**src/rtl/packet_unpacker.sv**
```systemverilog
// rtl/packet_unpacker.sv - streams a completed packet entry as valid/ready flits
// Optional flit sequence checking is enabled with the PACKET_UNPACKER_CHECK_EN macro.
package types;
  typedef logic [3:0] packet_id_t;

  typedef struct packed {
    packet_id_t packet_id;
    logic [2:0] flit_num;
  } flit_id_t;

  typedef struct packed {
    flit_id_t   flit_id;
    logic [3:0] vc_dest;
  } header_t;

  typedef struct packed {
    header_t     header;
    logic [31:0] payload;
  } flit_t;
endpackage

package packet_types;
  localparam int MAX_FLITS_PER_PACKET = 8;

  typedef struct packed {
    types::packet_id_t                              packet_id;
    logic [3:0]                                     tail_index;
    types::flit_t [MAX_FLITS_PER_PACKET-1:0]        buffer;
  } packet_element_t;
endpackage

module packet_unpacker #(
  parameter int MAX_FLITS = 8,
  parameter int IDX_W     = $clog2(MAX_FLITS + 1)
) (
  input  logic                          nocclk,
  input  logic                          rst,
  input  packet_types::packet_element_t transfered_packet,
  input  logic                          transfered_packet_valid,
  output logic                          transfered_packet_completed,
  output types::flit_t                  out_flit,
  output logic                          out_flit_valid,
  input  logic                          out_flit_ready,
  output logic                          out_flit_last,
  output types::packet_id_t             out_packet_id,
  output logic                          seq_error
);

  localparam int SEL_W = (MAX_FLITS > 1) ? $clog2(MAX_FLITS) : 1;

  typedef enum logic [1:0] {
    S_IDLE,
    S_STREAM,
    S_DONE
  } state_t;

  state_t            r_state;
  state_t            w_next;
  logic [IDX_W-1:0]  r_idx;
  logic [IDX_W-1:0]  r_len;
  types::packet_id_t r_packet_id;
  logic [IDX_W-1:0]  w_tail;
  logic              w_len_ok;
  types::flit_t      w_cur;
  logic              w_last;
  logic              w_seq_err;

  assign w_tail        = IDX_W'(transfered_packet.tail_index);
  assign w_len_ok      = (w_tail != '0) && (w_tail <= IDX_W'(MAX_FLITS));
  assign w_cur         = transfered_packet.buffer[r_idx[SEL_W-1:0]];
  assign w_last        = (r_idx == r_len - IDX_W'(1));
  assign out_packet_id = r_packet_id;

`ifdef PACKET_UNPACKER_CHECK_EN
  // A flit whose header disagrees with its slot or packet is never presented.
  assign w_seq_err = (r_state == S_STREAM) &&
                     ((IDX_W'(w_cur.header.flit_id.flit_num) != r_idx) ||
                      (w_cur.header.flit_id.packet_id != r_packet_id));
`else
  assign w_seq_err = 1'b0;
`endif

  always_comb begin
    w_next                      = r_state;
    out_flit                    = '0;
    out_flit_valid              = 1'b0;
    out_flit_last               = 1'b0;
    transfered_packet_completed = 1'b0;
    seq_error                   = 1'b0;
    case (r_state)
      S_IDLE: begin
        if (transfered_packet_valid) begin
          w_next = w_len_ok ? S_STREAM : S_DONE;
        end
      end
      S_STREAM: begin
        if (w_seq_err) begin
          seq_error = 1'b1;
          w_next    = S_DONE;
        end else begin
          out_flit_valid = 1'b1;
          out_flit       = w_cur;
          out_flit_last  = w_last;
          if (out_flit_ready && w_last) begin
            w_next = S_DONE;
          end
        end
      end
      S_DONE: begin
        // No pulse if the buffer withdrew the entry; freeing it twice would corrupt the queue.
        transfered_packet_completed = transfered_packet_valid;
        w_next                      = S_IDLE;
      end
      default: w_next = S_IDLE;
    endcase
  end

  always_ff @(posedge nocclk or posedge rst) begin
    if (rst) begin
      r_state     <= S_IDLE;
      r_idx       <= '0;
      r_len       <= '0;
      r_packet_id <= '0;
    end else begin
      r_state <= w_next;
      case (r_state)
        S_IDLE: begin
          if (transfered_packet_valid) begin
            r_len       <= w_tail;
            r_packet_id <= transfered_packet.packet_id;
            r_idx       <= '0;
          end
        end
        S_STREAM: begin
          if (out_flit_valid && out_flit_ready) begin
            r_idx <= r_idx + IDX_W'(1);
          end
        end
        default: ;
      endcase
    end
  end

endmodule
```
**config.mk**
```make
export PLATFORM = sky130hd
export DESIGN_NAME = packet_unpacker
export DESIGN_NICKNAME = d
export VERILOG_FILES = /design/src/rtl/packet_unpacker.sv
export SDC_FILE = /design/constraint.sdc
export NUM_CORES = 1
export LEC_CHECK = 0
export ABC_AREA = 1
export BUFFER_PORTS_ARGS = -buffer_cell sky130_fd_sc_hd__buf_2
export CAP_MARGIN = 25
export CORE_AREA = 3 3 156 158
export CTS_CLUSTER_SIZE = 30
export DETAILED_ROUTE_END_ITERATION = 7
export DIE_AREA = 0 0 159 161
export PLACE_DENSITY_LB_ADDON = 0.2
export SLEW_MARGIN = 25
export SYNTH_ARGS = -nofsm -noshare
export SYNTH_HDL_FRONTEND = slang
export SYNTH_SLANG_ARGS = --single-unit
```
**constraint.sdc**
```tcl
create_clock -name nocclk -period 1.8 [get_ports nocclk]
set_input_delay 0.18 -clock nocclk [delete_from_list [all_inputs] [get_ports nocclk]]
set_output_delay 0.18 -clock nocclk [all_outputs]
set_load 0.01 [all_outputs]
```
==> results_dict.tcl, run 1 <==
set metrics [dict create \
    slew_headroom 0.625 \
    core_mm2 0.0233 \
    gr-usage-all-layers 0.171 \
    synth_common_cells "nor2_1, o21ai_0, o21ai_1" \
    comb_power_share 0.867 \
    grt_overflow 0 \
    dp_hpwl_mm 18.4 \
    leakage_nw 3.73 \
    timing.final.crit_share 1.16 \
    tightest_slew_ns 0.561 \
    cp-start-kind "flip-flop" \
    worstPathCellList "buf_12 > buf_12 > clkbuf_16 > buf_12 > nor2_4 > nor2_1 > o21ai_1 > o21ai_1 > nor2_1 > nor2_1 > buf_2" \
    yosysWarnings 0 \
    syn_avg_cell_area_um2 4.75 \
    critPathArrivalTime_ns 1.91 \
    hold_buffers 0 \
    place_ws_ns 0.0469 \
    drt_iter0_markers 519 \
    cts_made_buffers 3 \
    ant_nets 0 \
    p_int_mw 3.81 \
    synth_nets 1188 \
    cts_sinks 14 \
    yosysTopAreaCell "nor2_1" \
    swShare 0.505 \
    power_frac_seq 0.072 \
    nFillCells 2712 \
    power.net_switching_mw 3.89 \
    start_util 0.169 \
    cts_buffer_depth 2 \
    drcViolationCount 0 \
    finalClockSkew_ns 0.00400 \
    root_buffer "clkbuf_16" \
    synth_cells 830 \
    grt_pass1_vias 6557 \
    maxCapViolations 0 \
    synth_top_area_share 0.337 \
    boundaryPins 407 \
    antenna_found_initial 0 \
    cts_max_level 1 \
    vdd_drop_max_uv 465 \
    viasPerCell 4.52 \
    worst_hold_slack_ns -0.0143 \
    yosysUniqueCellTypes 19 \
    critPathBufInv 5 \
    grt_pass1_wl_mm 35.7 \
    power_frac_clock 0.061 \
    dieArea_mm2 0.0256 \
    drt_wl_total_mm 25.2 \
    wl_per_cell_um 16.2 \
    globalplace.congestion 0.893 \
    ys_ff_latch 14 \
    p_per_area_mw_per_mm2 1050 \
    portBuffers 405 \
    place_area_mm2 0.00655 \
    endpoint_kind "primary output" \
    drt_pass1_iterations 5 \
    worst-path-max-fanout 8 \
    crit_family "buffers and inverters" \
    synthMostInstantiatedCell "nor2_1" \
    setup_viol 44 \
    worstPathRequired_ns 1.62 \
    syn_to_final_growth_pct 86.3 \
    run_status "complete, but fails checks" \
    crit_path_max_incr_delay_ns 0.49 \
    synth_edf_count 0 \
    crit_slowest_cell "dfrtp_4" \
    rsz0062_at_grt "yes" \
    fin_nets 1598 \
    min_period_ns 2.09 \
    chipWidth_um 159 \
    clock.fmax_mhz 479 \
    stdcell_area_mm2 0.00734 \
    cts_tree "done" \
    drv_slew 0 \
    failed_checks "negative hold slack, negative setup slack" \
    critPathKind "flip-flop to primary output" \
    hold_path.class "primary input to asynchronous set/reset pin" \
    synth.cell_area_mm2 0.00394 \
    drive_gt1_frac 0.433 \
    clk_latency_ns 0.24 \
    vias 7046 \
    die_h_um 161 \
    async_flop_share 1.00 \
    yosysSeqAreaShare 0.0889 \
    synth_area_leaders "nor2_1, o21ai_0, dfrtp_1" \
    synthFlopType "dfrtp_1" \
    grt_start_max_net_pins 78 \
    clkTransAtPathRegs_ns 0.05 \
    hold_viol 14 \
    timing.final.ws_setup_ns -0.286 \
    rows 56 \
]
## timing repair
action / in CTS / in global routing
pin swaps: 17 / 39
gates cloned: 4 / 6
resized for setup: 107 / 104
buffers inserted: 6 / 8
endpoints found under the setup margin: 44 / 44
## flip-flops by register name, summed over array words and instances, names as in the netlist
name           count
r_state            2
r_len              4
r_idx              4
out_packet_id      4
## power groups by stage
| stage | logic (mW) | registers (mW) | clock network [mW] |
|---|---|---|---|
| final | 6.68 | 0.554 | 0.470 |
| after floorplan | 3.20 | 0.532 | 0 |
| after global routing | 7.41 | 0.574 | 0.492 |
| after detailed placement | 5.25 | 0.562 | 0 |
| after CTS | 5.98 | 0.574 | 0.480 |
| after global placement | 5.25 | 0.562 | 0 |
## cell type report
type                    count  area, um2  share of cell area
flip-flops and latches     14        360              0.0491
diodes                      1       2.50            0.000341
repair buffers            478       3050               0.416
multi-input cells         722       3350               0.456
well taps                 319        399              0.0544
clock buffers               4       88.8              0.0121
inverters                  21       91.3              0.0124
## final timing paths
check | from | to | slack [ns] | cells after the start
max | r_idx[0] | out_flit[23] | -0.29 | 11
min in group nocclk | transfered_packet[349] | out_packet_id[1] | 0.13 | 3
max in group asynchronous | rst | r_idx[0] | 1.39 | 2
min | rst | r_len[1] | -0.01 | 2
max reg2reg | r_idx[0] | r_state[0] | 0.26 | 11
min reg2reg | r_len[1] | r_len[1] | 0.49 | 2
## cells in the final DEF (no fill, tap or decap)
cell type    n
nand2_2      1
nor2_2      28
nor2_4      16
nand2_1     39
nor2_1     311
dfrtp_1     10
o21ai_1    171
nor3_1       2
buf_2      405
o21ai_2      2
o21ai_4      1
inv_1       19
buf_4       26
ha_1         2
dfrtp_4      2
conb_1       1
buf_8        5
nand3_1     10
diode_2      1
a21oi_1      2
buf_12      16
o21ai_0    134
buf_6       17
clkinv_8     1
clkbuf_16    7
bufbuf_16    1
clkbuf_8     1
inv_2        1
dfrtp_2      2
nand4_1      2
buf_16       4
## logic make-up after synthesis
family,Yosys count,share of synthesized area
AOI/OAI and AO/OA,310,0.394
other,1,0.000952
buffers and inverters,94,0.115
DFF,14,0.0889
adders and majority gates,2,0.00635
and+or+nand+nor,409,0.395
## through the flow
step                hold slack [ns]  setup TNS [ns]   util  instances  total power [mW]
finish                      -0.0143           -8.30  0.316       1559              7.70
global route                 0.0361          -13.04  0.315       1558              8.47
CTS                         0.00308           -6.24  0.299       1545              7.03
detailed placement            0.265               0  0.281       1532              5.81
global placement              0.263               0  0.281       1532              5.81
floorplan                    0.0692               0      -        830              3.73
## per-layer routing
| layer | wire length, um | GRT usage |
|---|---|---|
| met1 | 11200 | 0.224 |
| met4 | 404 | 0.0378 |
| met2 | 12200 | 0.300 |
| met3 | 1360 | 0.0228 |
| met5 | 0 | 0 |
(Power assumes the default switching activity.)
==> run 2: changes to the inputs <==
- GPL_TIMING_DRIVEN: not set -> 0
==> results_dict.tcl, run 2 (synthesis results as in run 1) <==
set metrics [dict create \
    maxCapViolations 0 \
    crit_path_max_incr_delay_ns 0.39 \
    clock.fmax_mhz 477 \
    vdd_drop_max_uv 465 \
    nFillCells 2768 \
    clk_latency_ns 0.25 \
    grt_start_max_net_pins 15 \
    ant_nets 0 \
    tightest_slew_ns 0.619 \
    hold_buffers 0 \
    hold_path.class "primary input to asynchronous set/reset pin" \
    boundaryPins 407 \
    fin_nets 1610 \
    grt_pass1_vias 6920 \
    cts_sinks 14 \
    worstPathRequired_ns 1.62 \
    finalClockSkew_ns 0.00131 \
    multi_input_comb_area_mm2 0.00334 \
    comb_power_share 0.864 \
    swShare 0.549 \
    endpoint_kind "primary output" \
    critPathKind "flip-flop to primary output" \
    slew_headroom 0.587 \
    cts_buffer_depth 2 \
    cts_tree "done" \
    failed_checks "negative setup slack" \
    worst-path-max-fanout 10 \
    final_common_cell "buf_2" \
    globalplace.congestion 0.890 \
    antenna_found_initial 0 \
    fin_util 0.305 \
    power.net_switching_mw 4.13 \
    place_area_mm2 0.00637 \
    crit_slowest_cell "dfrtp_1" \
    viasPerCell 4.63 \
    min_period_ns 2.10 \
    timing.final.crit_share 1.17 \
    cts_max_level 1 \
    core_mm2 0.0233 \
    root_buffer "clkbuf_16" \
    dp_hpwl_mm 23.0 \
    power_mw 7.52 \
    setup_viol 44 \
    clkTransAtPathRegs_ns 0.05 \
    hold_viol 0 \
    drv_slew 0 \
    drcViolationCount 0 \
    run_status "complete, but fails checks" \
    p_int_mw 3.39 \
    grt_overflow 0 \
    num_antenna_cells 0 \
    drt_pass1_iterations 5 \
    critPathArrivalTime_ns 1.92 \
    rsz0062_at_grt "yes" \
    worst_hold_slack_ns 0.00552 \
    power_frac_clock 0.064 \
    final_cell_mix "buf_2, nor2_1, o21ai_0" \
    worstPathCellList "buf_8 > bufbuf_16 > buf_12 > nor2_2 > nor2_1 > o21ai_1 > o21ai_1 > o21ai_1 > nor2_1 > buf_2" \
    rows 56 \
    die_h_um 161 \
    drt_wl_total_mm 29.3 \
    wl_per_cell_um 18.6 \
    drt_iter0_markers 452 \
    vias 7272 \
    stdcell_area_mm2 0.00710 \
    crit_top_cell "o21ai_1" \
    p_per_area_mw_per_mm2 1060 \
    syn_to_final_growth_pct 80.3 \
    dieArea_mm2 0.0256 \
    drive_gt1_frac 0.425 \
    gr-usage-all-layers 0.207 \
    leakage_nw 3.66 \
    timing.final.ws_setup_ns -0.298 \
    cts_made_buffers 3 \
    start_util 0.169 \
    power_frac_seq 0.071 \
    cp-start-kind "flip-flop" \
    portBuffers 405 \
    grt_pass1_wl_mm 42.0 \
    chipWidth_um 159 \
    register_area_um2 352 \
]
run 2: cell types whose count changed in the layout (fill, tap and decap cells not counted), sizes merged:
| cell | delta |
|---|---|
| buf | -19 |
| clkbuf | +31 |
| inv | +1 |
| diode | -1 |
| clkinv | -1 |
run 2: power by group through the flow:
stage	Clock (mW)	Combinational (mW)	Sequential (mW)
2_1_floorplan	0	3.20	0.532
3_3_place_gp	0	5.38	0.525
3_5_place_dp	0	5.38	0.524
4_1_cts	0.485	6.06	0.534
5_1_grt	0.509	7.19	0.556
6_report	0.481	6.50	0.537
run 2: path summary, 6_finish.rpt:
| kind | startpoint | end | slack [ns] | cells after the start |
|---|---|---|---|---|
| setup / recovery | r_idx[0] | out_flit[9] | -0.30 | 10 |
| hold / removal | rst | out_packet_id[1] | 0.006 | 2 |
| min in group nocclk | transfered_packet[351] | out_packet_id[3] | 0.12 | 3 |
| setup reg to reg | r_idx[0] | r_state[0] | 0.06 | 13 |
| hold reg to reg | out_packet_id[0] | out_packet_id[0] | 0.47 | 2 |
| max in group asynchronous | rst | r_idx[1] | 1.36 | 2 |
run 2: layout make-up:
| type | instances | share of cell area |
|---|---|---|
| tap | 319 | 0.0562 |
| timing repair buffer | 417 | 0.314 |
| sequential | 14 | 0.0495 |
| clock buffer | 4 | 0.0125 |
| inverter | 21 | 0.0122 |
| buffer | 73 | 0.0854 |
| multi-input combinational | 722 | 0.471 |
run 2: through the flow:
stage	setup WS, ns	instances	setup TNS, ns
5_1_grt	-0.388	1570	-15.26
6_report	-0.298	1570	-9.89
3_5_place_dp	-0.416	1554	-12.11
3_3_place_gp	-0.409	1554	-12.32
2_1_floorplan	0.288	830	0
4_1_cts	-0.278	1567	-10.18
run 2: repair_timing:
item,in CTS,in global routing
resized for setup,156,82
pin swaps,17,55
cloned,1,4
setup buffers,8,1
setup endpoints to repair,45,47
run 2: critical path, delay by kind of cell, from the launching register on:
kind / cells / cell delay [ns]
compound gates: 3 / 0.38
simple gates: 3 / 0.18
buf+inv: 4 / 0.70
flops: 1 / 0.39
run 2: routing by layer:
metal,share of wire,routed length [um],track usage
met1,0.44,12900,0.277
met2,0.48,14200,0.364
met3,0.060,1740,0.0259
met4,0.016,472,0.0322
met5,0,0,0
==> run 3: changes to the inputs <==
- CORE_AREA: 3 3 156 158 -> 3 3 159 161
- DIE_AREA: 0 0 159 161 -> 0 0 162 164
- clock period: 1.8 -> 2.5 ns (I/O delays scaled with it)
==> results_dict.tcl, run 3 (synthesis results as in run 1) <==
set metrics [dict create \
    core_mm2 0.0241 \
    final_common_cell "buf_2" \
    dieArea_mm2 0.0266 \
    power_mw 4.63 \
    wl_per_cell_um 18.4 \
    dp_hpwl_mm 23.4 \
    crit_family "buffers and inverters" \
    cts_tree "done" \
    cts_buffer_depth 2 \
    drt_pass1_iterations 5 \
    fin_setup_tns_ns 0 \
    start_util 0.163 \
    syn_to_final_growth_pct 65.1 \
    critPathArrivalTime_ns 2.11 \
    cts_sinks 14 \
    worst-path-max-fanout 10 \
    root_buffer "clkbuf_16" \
    grt_use_met2 0.354 \
    tightest_slew_ns 0.615 \
    drcViolationCount 0 \
    grt_start_max_net_pins 20 \
    boundaryPins 407 \
    gr-usage-met3 0.0257 \
    endpoint_kind "primary output" \
    crit_path_max_incr_delay_ns 0.36 \
    drt_wl_total_mm 28.7 \
    maxCapViolations 0 \
    run_status "completed" \
    globalplace.congestion 0.879 \
    drt_iter0_markers 447 \
    grt_pass1_vias 6792 \
    worstPathCellList "buf_6 > buf_6 > buf_8 > buf_6 > nor2_1 > nor2_1 > o21ai_0 > o21ai_1 > nor2_1 > nor2_2 > buf_2" \
    clkTransAtPathRegs_ns 0.05 \
    drv_slew 0 \
    ant_nets 0 \
    grt.busiest_layer "met2" \
    drive_gt1_frac 0.376 \
    final_cell_mix "buf_2, nor2_1, o21ai_0" \
    critPathKind "flip-flop to primary output" \
    portBuffers 405 \
    hold_path.class "primary input to asynchronous set/reset pin" \
    cts_made_buffers 3 \
    crit_slowest_cell "dfrtp_1" \
    clk_latency_ns 0.25 \
    p_per_area_mw_per_mm2 712 \
    cts_max_level 1 \
    fin_nets 1597 \
    grt_overflow 0 \
    finalClockSkew_ns 0.00122 \
    use_met1 0.259 \
    rsz0062_at_grt "no" \
    critPathBufInv 5 \
    viasPerCell 4.52 \
    rows 57 \
    clock.fmax_mhz 423 \
    hold_viol 0 \
    antenna_found_initial 0 \
    timing.final.crit_share 0.946 \
    worstPathRequired_ns 2.25 \
    die_h_um 164 \
    min_period_ns 2.36 \
    nFillCells 2968 \
    leakage_nw 3.45 \
    cp-start-kind "flip-flop" \
    vdd_drop_max_uv 285 \
    setup_viol 0 \
    slew_headroom 0.590 \
    gr-usage-all-layers 0.199 \
    cts_setup_buffers 0 \
    grt_pass1_wl_mm 40.9 \
    chipWidth_um 162 \
    vias 7058 \
    num_antenna_cells 0 \
]
-- run 3: cell count changes in the layout (fill, tap and decap cells not counted), sizes merged --
cell,change
buf,-8
bufbuf,-1
clkbuf,-4
-- run 3: worst paths after layout --
kind                                         from               end  slack [ns]  cells after the start
max                                      r_idx[0]      out_flit[30]        0.14                     11
min                                           rst  out_packet_id[0]        0.06                      2
max reg2reg                              r_idx[0]        r_state[1]        0.88                      9
min reg2reg                      out_packet_id[2]  out_packet_id[2]        0.48                      2
max in group asynchronous                     rst          r_idx[3]        2.07                      2
min in group nocclk        transfered_packet[348]  out_packet_id[0]        0.20                      3
-- run 3: area by class of cell --
cell class / count / area [um2] / area share
multi-input combinational: 722 / 3140 / 0.483
timing repair buffer: 405 / 2030 / 0.312
buffer: 72 / 409 / 0.0629
tap: 324 / 405 / 0.0623
sequential: 14 / 350 / 0.0539
clock buffer: 4 / 88.8 / 0.0137
inverter: 21 / 81.3 / 0.0125
-- run 3: repair_timing --
action                     4_1_cts  5_1_grt
gates resized for setup          6       38
hold endpoints to repair         0        0
hold buffers                     0        0
setup endpoints to repair       15       41
-- run 3: metrics by stage --
stage | hold slack (ns) | cells | setup slack [ns] | utilization | instance area [um2]
6_report | 0.0559 | 1562 | 0.136 | 0.270 | 6500
3_5_place_dp | 0.335 | 1559 | 0.182 | 0.264 | 6370
4_1_cts | 0.0656 | 1562 | 0.00604 | 0.268 | 6470
3_3_place_gp | 0.337 | 1559 | 0.222 | 0.264 | 6370
2_1_floorplan | 0.139 | 830 | 0.918 | - | 3940
5_1_grt | 0.109 | 1562 | 0.000167 | 0.270 | 6500
-- run 3: where the power goes --
part	switching, mW	internal (mW)	total, mW
clock	0.101	0.243	0.344
sequential	0.0678	0.314	0.381
combinational	2.54	1.37	3.91
-- run 3: layer usage --
| layer | wire, um | part of all wire |
|---|---|---|
| met4 | 453 | 0.016 |
| met2 | 14100 | 0.49 |
| met5 | 0 | 0 |
| met1 | 12300 | 0.43 |
| met3 | 1780 | 0.062 |
